$ cat config.mk
export PLATFORM = sky130hd
export DESIGN_NAME = isa_dma_scheduler
export DESIGN_NICKNAME = d
export VERILOG_FILES = /design/src/rtl/isa_superio_pkg.sv /design/src/rtl/isa_dma_rr_arbiter.sv /design/src/rtl/isa_dma_scheduler.sv
export SDC_FILE = /design/constraint.sdc
export NUM_CORES = 1
export LEC_CHECK = 0
export BUFFER_PORTS_ARGS = -buffer_cell sky130_fd_sc_hd__buf_2
export CAP_MARGIN = 20
export CORE_MARGIN = 10
export CORE_UTILIZATION = 54
export CTS_CLUSTER_SIZE = 14
export DETAILED_ROUTE_END_ITERATION = 10
export PLACE_DENSITY = 0.69
export SLEW_MARGIN = 10
export SYNTH_ARGS = -nofsm -noshare
export SYNTH_HDL_FRONTEND = slang
export SYNTH_SLANG_ARGS = --single-unit
$ cat constraint.sdc
create_clock -name clk -period 5 [get_ports clk]
set_input_delay 0.5 -clock clk [delete_from_list [all_inputs] [get_ports clk]]
set_output_delay 0.5 -clock clk [all_outputs]
set_load 0.02 [all_outputs]
$ cat src/rtl/isa_superio_pkg.sv
// Shared types and constants for the ISA SuperIO bridge.
// Channel index, scheduler state and DRQ/DACK bit order.
package isa_superio_pkg;

   localparam int unsigned NUM_CH = 4;

   localparam int unsigned DRQ1_BIT = 0;
   localparam int unsigned DRQ3_BIT = 1;
   localparam int unsigned DRQ5_BIT = 2;
   localparam int unsigned DRQ7_BIT = 3;

   typedef logic [1:0] ch_t;

   localparam ch_t CH_LAST = ch_t'(DRQ7_BIT);

   typedef enum logic [2:0] {
      S_IDLE,
      S_HOST,
      S_SETUP,
      S_CYCLE,
      S_HOLD,
      S_RECOVER
   } sched_state_t;

endpackage

$ cat src/rtl/isa_dma_rr_arbiter.sv
// Rotating-priority pick among four DMA requests.
// The channel after last_ch has highest priority.
module isa_dma_rr_arbiter
   import isa_superio_pkg::*;
(
   input  logic [3:0] req,
   input  ch_t        last_ch,
   output ch_t        ch,
   output logic       valid
);

   always_comb begin
      valid = |req;
      ch    = last_ch;
      // Walk from farthest to nearest so the nearest set bit wins.
      for (int i = int'(NUM_CH); i >= 1; i--) begin
         if (req[ch_t'(last_ch + ch_t'(i))]) begin
            ch = ch_t'(last_ch + ch_t'(i));
         end
      end
   end

endmodule

$ cat src/rtl/isa_dma_scheduler.sv
// Host PIO / ISA DMA scheduler for the shared ISA cycle engine.
// Synchronises DRQ, arbitrates, drives DACK and counts transfers.
module isa_dma_scheduler
   import isa_superio_pkg::*;
#(
   parameter int unsigned SETUP_CYC   = 4,
   parameter int unsigned HOLD_CYC    = 2,
   parameter int unsigned RECOVER_CYC = 8,
   parameter int unsigned TIMEOUT_CYC = 4096
) (
   input  logic        clk,
   input  logic        reset,
   input  logic [3:0]  drq,
   input  logic        host_req,
   output logic        host_gnt,
   input  logic        cfg_wr,
   input  logic [1:0]  cfg_ch,
   input  logic [15:0] cfg_count,
   input  logic        cfg_dir,
   input  logic        cfg_en,
   output logic [3:0]  dack,
   output logic        cyc_req,
   output logic        cyc_dir,
   input  logic        cyc_done,
   output logic [3:0]  tc,
   output logic        timeout,
   output logic        busy
);

   localparam int unsigned WD_W = $clog2(TIMEOUT_CYC + 1);

   sched_state_t    state;
   logic [3:0]      drq_m;
   logic [3:0]      drq_q;
   logic [3:0]      drq_s;
   logic [3:0]      en;
   logic [3:0]      dir;
   logic [15:0]     count [NUM_CH];
   ch_t             cur_ch;
   ch_t             last_ch;
   ch_t             pick_ch;
   logic            pick_valid;
   logic            last_dma;
   logic [15:0]     phase;
   logic [WD_W-1:0] wd;
   logic            wd_exp;
   logic            done_ok;

   always_ff @(posedge clk or posedge reset) begin
      if (reset) begin
         drq_m <= '0;
         drq_q <= '0;
      end else begin
         drq_m <= drq;
         drq_q <= drq_m;
      end
   end

   assign drq_s   = drq_q & en;
   assign wd_exp  = (wd == WD_W'(TIMEOUT_CYC - 1));
   assign done_ok = (state == S_CYCLE) && cyc_done;
   assign busy    = (state != S_IDLE);

   isa_dma_rr_arbiter u_arb (
      .req     (drq_s),
      .last_ch (last_ch),
      .ch      (pick_ch),
      .valid   (pick_valid)
   );

   // A config write to the active channel overrides its decrement.
   always_ff @(posedge clk or posedge reset) begin
      if (reset) begin
         en  <= '0;
         dir <= '0;
         for (int i = 0; i < int'(NUM_CH); i++) begin
            count[i] <= '0;
         end
      end else begin
         for (int i = 0; i < int'(NUM_CH); i++) begin
            if (cfg_wr && cfg_ch == ch_t'(i)) begin
               count[i] <= cfg_count;
               dir[i]   <= cfg_dir;
               en[i]    <= cfg_en;
            end else if (done_ok && cur_ch == ch_t'(i)) begin
               if (count[i] == 16'd0) begin
                  en[i] <= 1'b0;
               end else begin
                  count[i] <= count[i] - 16'd1;
               end
            end
         end
      end
   end

   always_ff @(posedge clk or posedge reset) begin
      if (reset) begin
         state    <= S_IDLE;
         dack     <= '0;
         host_gnt <= 1'b0;
         cyc_req  <= 1'b0;
         cyc_dir  <= 1'b0;
         tc       <= '0;
         timeout  <= 1'b0;
         cur_ch   <= '0;
         last_ch  <= CH_LAST;
         last_dma <= 1'b0;
         phase    <= '0;
         wd       <= '0;
      end else begin
         host_gnt <= 1'b0;
         cyc_req  <= 1'b0;
         tc       <= '0;
         timeout  <= 1'b0;
         unique case (state)
            S_IDLE: begin
               phase <= '0;
               wd    <= '0;
               if (host_req && (last_dma || !(|drq_s))) begin
                  host_gnt <= 1'b1;
                  last_dma <= 1'b0;
                  state    <= S_HOST;
               end else if (pick_valid) begin
                  dack     <= 4'(1) << pick_ch;
                  cur_ch   <= pick_ch;
                  cyc_dir  <= dir[pick_ch];
                  last_dma <= 1'b1;
                  state    <= S_SETUP;
               end
            end
            S_HOST: begin
               if (cyc_done) begin
                  state <= S_RECOVER;
               end else if (wd_exp) begin
                  timeout <= 1'b1;
                  state   <= S_RECOVER;
               end else begin
                  wd <= wd + 1'b1;
               end
            end
            S_SETUP: begin
               if (phase == 16'(SETUP_CYC - 1)) begin
                  cyc_req <= 1'b1;
                  phase   <= '0;
                  wd      <= '0;
                  state   <= S_CYCLE;
               end else begin
                  phase <= phase + 16'd1;
               end
            end
            S_CYCLE: begin
               if (cyc_done) begin
                  if (count[cur_ch] == 16'd0) begin
                     tc[cur_ch] <= 1'b1;
                  end
                  phase <= '0;
                  state <= S_HOLD;
               end else if (wd_exp) begin
                  timeout <= 1'b1;
                  dack    <= '0;
                  last_ch <= cur_ch;
                  phase   <= '0;
                  state   <= S_RECOVER;
               end else begin
                  wd <= wd + 1'b1;
               end
            end
            S_HOLD: begin
               if (phase == 16'(HOLD_CYC - 1)) begin
                  dack    <= '0;
                  last_ch <= cur_ch;
                  phase   <= '0;
                  state   <= S_RECOVER;
               end else begin
                  phase <= phase + 16'd1;
               end
            end
            S_RECOVER: begin
               if (phase == 16'(RECOVER_CYC - 1)) begin
                  phase <= '0;
                  state <= S_IDLE;
               end else begin
                  phase <= phase + 16'd1;
               end
            end
            default: state <= S_IDLE;
         endcase
      end
   end

endmodule

Word-level counts from Yosys, hierarchy flattened
Cells that the tools add are included.
{ "totals": {"reg_bits": 129, "latch_bits": 0, "ramBits": 0, "romBits": 0, "out_inout_bits": 13, "word_cells": 209, "memories": 0} }
{ "classes": {"add_sub_neg": 9, "n_mul": 0, "n_div": 0, "order_cmp": 7, "eq_ne": 30, "shift": 1, "muxes": 81, "bitwise_logic": 3, "reduce_logical": 52} }
{ "ops": {"columns": ["op", "count"], "rows": [
  ["16-bit two-way mux", 19],
  ["16-bit zero test", 5],
  ["16-bit one-hot mux with 5 select lines", 1],
  ["16-bit by 1-bit subtractor with 16-bit output, second input constant", 4],
  ["13-bit two-way mux", 3],
  ["13-bit one-hot mux with 3 select lines", 1],
  ["16-bit binary-select mux with 2-bit select", 1],
  ["4-bit two-way mux", 8],
  ["1-bit two-way mux", 26],
  ["2-bit != test, second input constant", 13],
  ["3-bit two-way mux", 8],
  ["2-bit AND reduction", 10],
  ["2-bit nonzero test", 10],
  ["3-bit one-hot mux with 6 select lines", 1],
  ["16-bit by 1-bit adder with 16-bit output, second input constant", 1],
  ["16-bit by 1-bit == test with 1-bit output, second input constant", 1],
  ["16-bit by 2-bit == test with 1-bit output, second input constant", 1],
  ["16-bit by 3-bit == test with 1-bit output, second input constant", 1],
  ["2-bit by 3-bit less-than comparator with 1-bit output, second input constant", 5],
  ["13-bit by 1-bit adder with 13-bit output, second input constant", 1],
  ["13-bit by 12-bit == test with 1-bit output, second input constant", 1],
  ["2-bit two-way mux", 6],
  ["4-bit one-hot mux with 3 select lines", 1],
  ["4-bit AND reduction", 3],
  ["28 further kinds", 52]
]} }

Longest topological paths before layout
{ "logic_depth": {"depth_word": 10, "depth_mapped": 9} }

By module
A second synthesis with hierarchy kept.
{ "hier_totals": {"cells_unflattened": 803, "hier_area_um2": 7287.0} }
{ "modules_own_cells": {"columns": ["module", "instances", "cells_each", "area_each_um2", "seq_area_each_um2"], "rows": [
  ["isa_dma_scheduler", 1, 789, 7204.4, 3230.6],
  ["isa_dma_rr_arbiter", 1, 14, 82.6, 0.0]
]} }

Least setup slack after synthesis
No wires, ideal clock.
{ "synth_timing": {"kind": "register to register", "startpoint": "register count[22] (netlist name)", "endpoint": "register count[17] (netlist name)", "setup_time_ps": 80, "t_arrival_ps": 2216, "path_slack_ps": 2704, "stages_incl_launch_ff": 8, "period_less_slack_ps": 2296, "path_cell_list": "dfrtp_1 -> or4_1 -> buf_2 -> or4b_1 -> buf_2 -> nand2_2 -> mux2_1 -> mux2i_1"} }
{ "synth_between": {"elab_chain_cells": 3} }
{ "synth_rtl": {"columns": ["element", "line", "source"], "rows": [
  ["start: declaration", "isa_dma_scheduler.sv:38", "logic [15:0] count [NUM_CH];"],
  ["start signal: indexed assignment", "isa_dma_scheduler.sv:82", "count[i] <= cfg_count;"],
  ["start signal: indexed assignment", "isa_dma_scheduler.sv:89", "count[i] <= count[i] - 16'd1;"],
  ["16-bit zero test", "isa_dma_scheduler.sv:86", "if (count[i] == 16'd0) begin"],
  ["2-bit != test (no line)", null, null],
  ["2-bit AND reduction (no line)", null, null]
]} }
Every way passes these cells.
A chain may end at the register's enable or synchronous reset.

Final worst setup path
{ "layout_timing": {"startpoint": "register count[52] (netlist name)", "endpoint": "register count[48] (netlist name)"} }
The elaborated chain is that of the path after synthesis.

==> metrics.csv <==
metric;value;unit
status;finished clean;
Cells after Synth;817;
DR WL/cell;18.5;um
area fraction of the dominant cell type after synthesis;43.3;%
nets;886;
CP Class;flip-flop to flip-flop;
crit-path cells;nor4_1 > nand4_1 > o21ai_1 > xnor2_1 > o21ai_1;
hpwl dp;13400;um
Die Wd;137;um
synthesized flop and latch total;129;
r2r setup slk;2240;ps
worst slack at placement;2280;ps
required time of the critical path;5300;ps
Fillers;1131;
hold slack;183;ps
Tot Pwr;3910;uW
max_cap viols;0;
R2R depth;5;
Worst-path clk slew;60;ps
Synth async-reset ratio;100;%
final routed DRC violation total;0;
DR iter-0 viols;394;
first-pass GRT wire length;31200;um
Peak VDD IR;0.000287;V
n_diodes;0;
worst-skew pair later-pin latency;420;ps
GR Overflow Total;0;
Inst Count DP;1000;
final slew viol count;0;
Max Clock Freq;363;MHz
Crit-path slowest cell;nor4_1;
sequential fraction of the synthesis area;44.0;%
Setup-failing EPs final;0;
initial antenna violation count;0;
final setup margin;2240;ps
Bufs on Longest Clock Path;2;
area grow syn2layout;13.3;%
Std-Cell Rows;42;
relative slew slack;31.9;%
critical path capture point type;flip-flop;
hold-critical path depth;1;
CP top delay family;simple AND/OR/NAND/NOR gates;
dominant cell type by area after synthesis;dfrtp_1;
gpl congestion;0.904;
total track usage;21.0;%
RSZ-0062 raised after global routing;no;
Hold Path Class;input port to flip-flop;
Levels on crit path;5;
number of global-route vias before repair;6116;
total number of vias;6358;
Multi-input gate area;3820;um^2
Core Area;13300;um^2
Post-Route WL;19200;um
Clock Sinks;129;
Post-synth EDFFs;0;
root buf cell;clkbuf_16;
Tcrit/Tclk final;55.2;%
Syn Std Cell Area;7340;um^2
Hold-fix buffers, CTS;0;
fin crit period;2760;ps
H-tree depth;4;
syn_area_per_cell;8.99;um^2
ranking of synthesized cells by area;dfrtp_1 (43%), xor2_1 (5.6%), nand2_1 (4.2%);
crit-path max cell delay;720;ps
largest net degree at the start of global routing;58;
Final ANT Viol Nets;0;
DRT Pass-1 Iters;5;
Ys Warns;0;
Final Hold Viols;0;
Die Y;137;um
CP dominant cell by count;o21ai_1;
Layout Cells excl Fill;1035;
CTS tree;done;
top-level I/O count;42;
number of port buffers;41;
initial core utilization;55.2;%
Worst Clk Skew;7.68;ps
layout cell share with drive strength beyond 1;12.3;%
total CTS buffers;17;
crit path DAT;3050;ps
via/cell ratio;6.14;
Buf/Inv on CP;0;
crit-path max FO;15;
register area;3230;um^2
Post-CTS Setup Bufs;0;
post-synth net total;857;
Synth cell types;75;
Setup crit start kind;flip-flop;
pwr dens;470;nW/um^2
Static Leak;0.00339;uW
Main synth FF type;dfrtp_1;
Die Area;18700;um^2
setup TNS;0;ps
post-CTS sizing;0;
Tightest Pin Transition;1020;ps
==> routing by layer <==
metal  vias to the layer above  track usage (%)  share of wire (%)
li1                       3050                -                  -
met1                      3105             27.0                 44
met2                       180             33.5                 47
met3                        23             5.46                6.4
met4                         0             7.46                2.0
met5                         -                0                  0
==> sequential cells by signal (all words and copies together) (netlist names) <==
register  count
cyc_dir       1
host_gnt      1
en            4
cyc_req       1
tc            4
count        64
phase        16
cur_ch        2
state         3
drq_q         4
last_ch       2
last_dma      1
wd           13
dir           4
timeout       1
drq_m         4
dack          4
==> per-stage QoR <==
step	utilization, %	instance area, um^2
5_1_grt	62.5	8320
4_1_cts	62.4	8300
2_1_floorplan	-	7340
3_5_place_dp	57.6	7660
6_report	62.5	8320
3_3_place_gp	57.6	7660
==> cells by family (layout without fill, tap and decap cells) <==
group | count (synthesis) | count (layout) | synth area share [%]
AND/OR/NAND/NOR | 340 | 340 | 24.6
AO/OA/AOI/OAI | 195 | 195 | 16.8
flip-flops | 129 | 129 | 44.0
buffers and inverters | 73 | 115 | 4.11
XOR/XNOR | 59 | 59 | 7.04
adder cells (fa/ha/maj) | 11 | 11 | 1.87
multiplexers | 10 | 10 | 1.52
==> synth_stat cells, types with 13 or more instances <==
cell      number
dfrtp_1      127
nand2_1       82
nor2_1        71
o21ai_1       50
xor2_1        47
a21oi_1       40
nand4_1       36
nor3_1        33
clkbuf_1      30
inv_1         30
o21ai_0       28
nand3_1       27
nor4_1        15
a31oi_1       13
or4_1         13
==> cell type report <==
| class | count | share of cell area, % |
|---|---|---|
| repair buffers | 52 | 3.43 |
| multi-input cells | 615 | 46.0 |
| flip-flops and latches | 129 | 38.9 |
| inverters | 31 | 1.43 |
| clock buffers | 26 | 5.52 |
| well taps | 176 | 2.65 |
| clock inverters | 6 | 2.17 |
==> worst paths after layout <==
| path | start | end |
|---|---|---|
| min in group asynchronous | reset | phase[15] |
| worst max register to register | count[52] | count[48] |
| worst min register to register | drq_m[0] | drq_q[0] |
| worst min-delay path | drq[2] | drq_m[2] |
| max in group asynchronous | reset | count[20] |
| worst max-delay path | count[52] | count[48] |
==> report_power, final <==
group	switching (uW)	internal (uW)
Combinational	645	369
Clock	439	936
Sequential	267	1250
==> cells in the final DEF (no fill, tap or decap), drive strengths merged, types with 6 or more instances in the layout <==
master  count
buf        50
a21oi      40
xnor2      12
xor2       47
nor3       36
o211ai     11
and2        6
clkbuf     28
nand4      36
bufinv      6
inv        30
nor4       17
dfrtp     127
nand3      27
mux2        6
and3        8
nand2      83
o21ai      79
a31oi      13
nor2       71
or4        13
o32ai       8
ha         11
==> worst register-to-register path, stage by stage (launching register included) <==
cell	delay, ps
dfrtp_1	440
nor4_1	720
nand4_1	700
o21ai_1	530
xnor2_1	170
o21ai_1	80
Note: power is estimated with default switching activity, not from simulation.
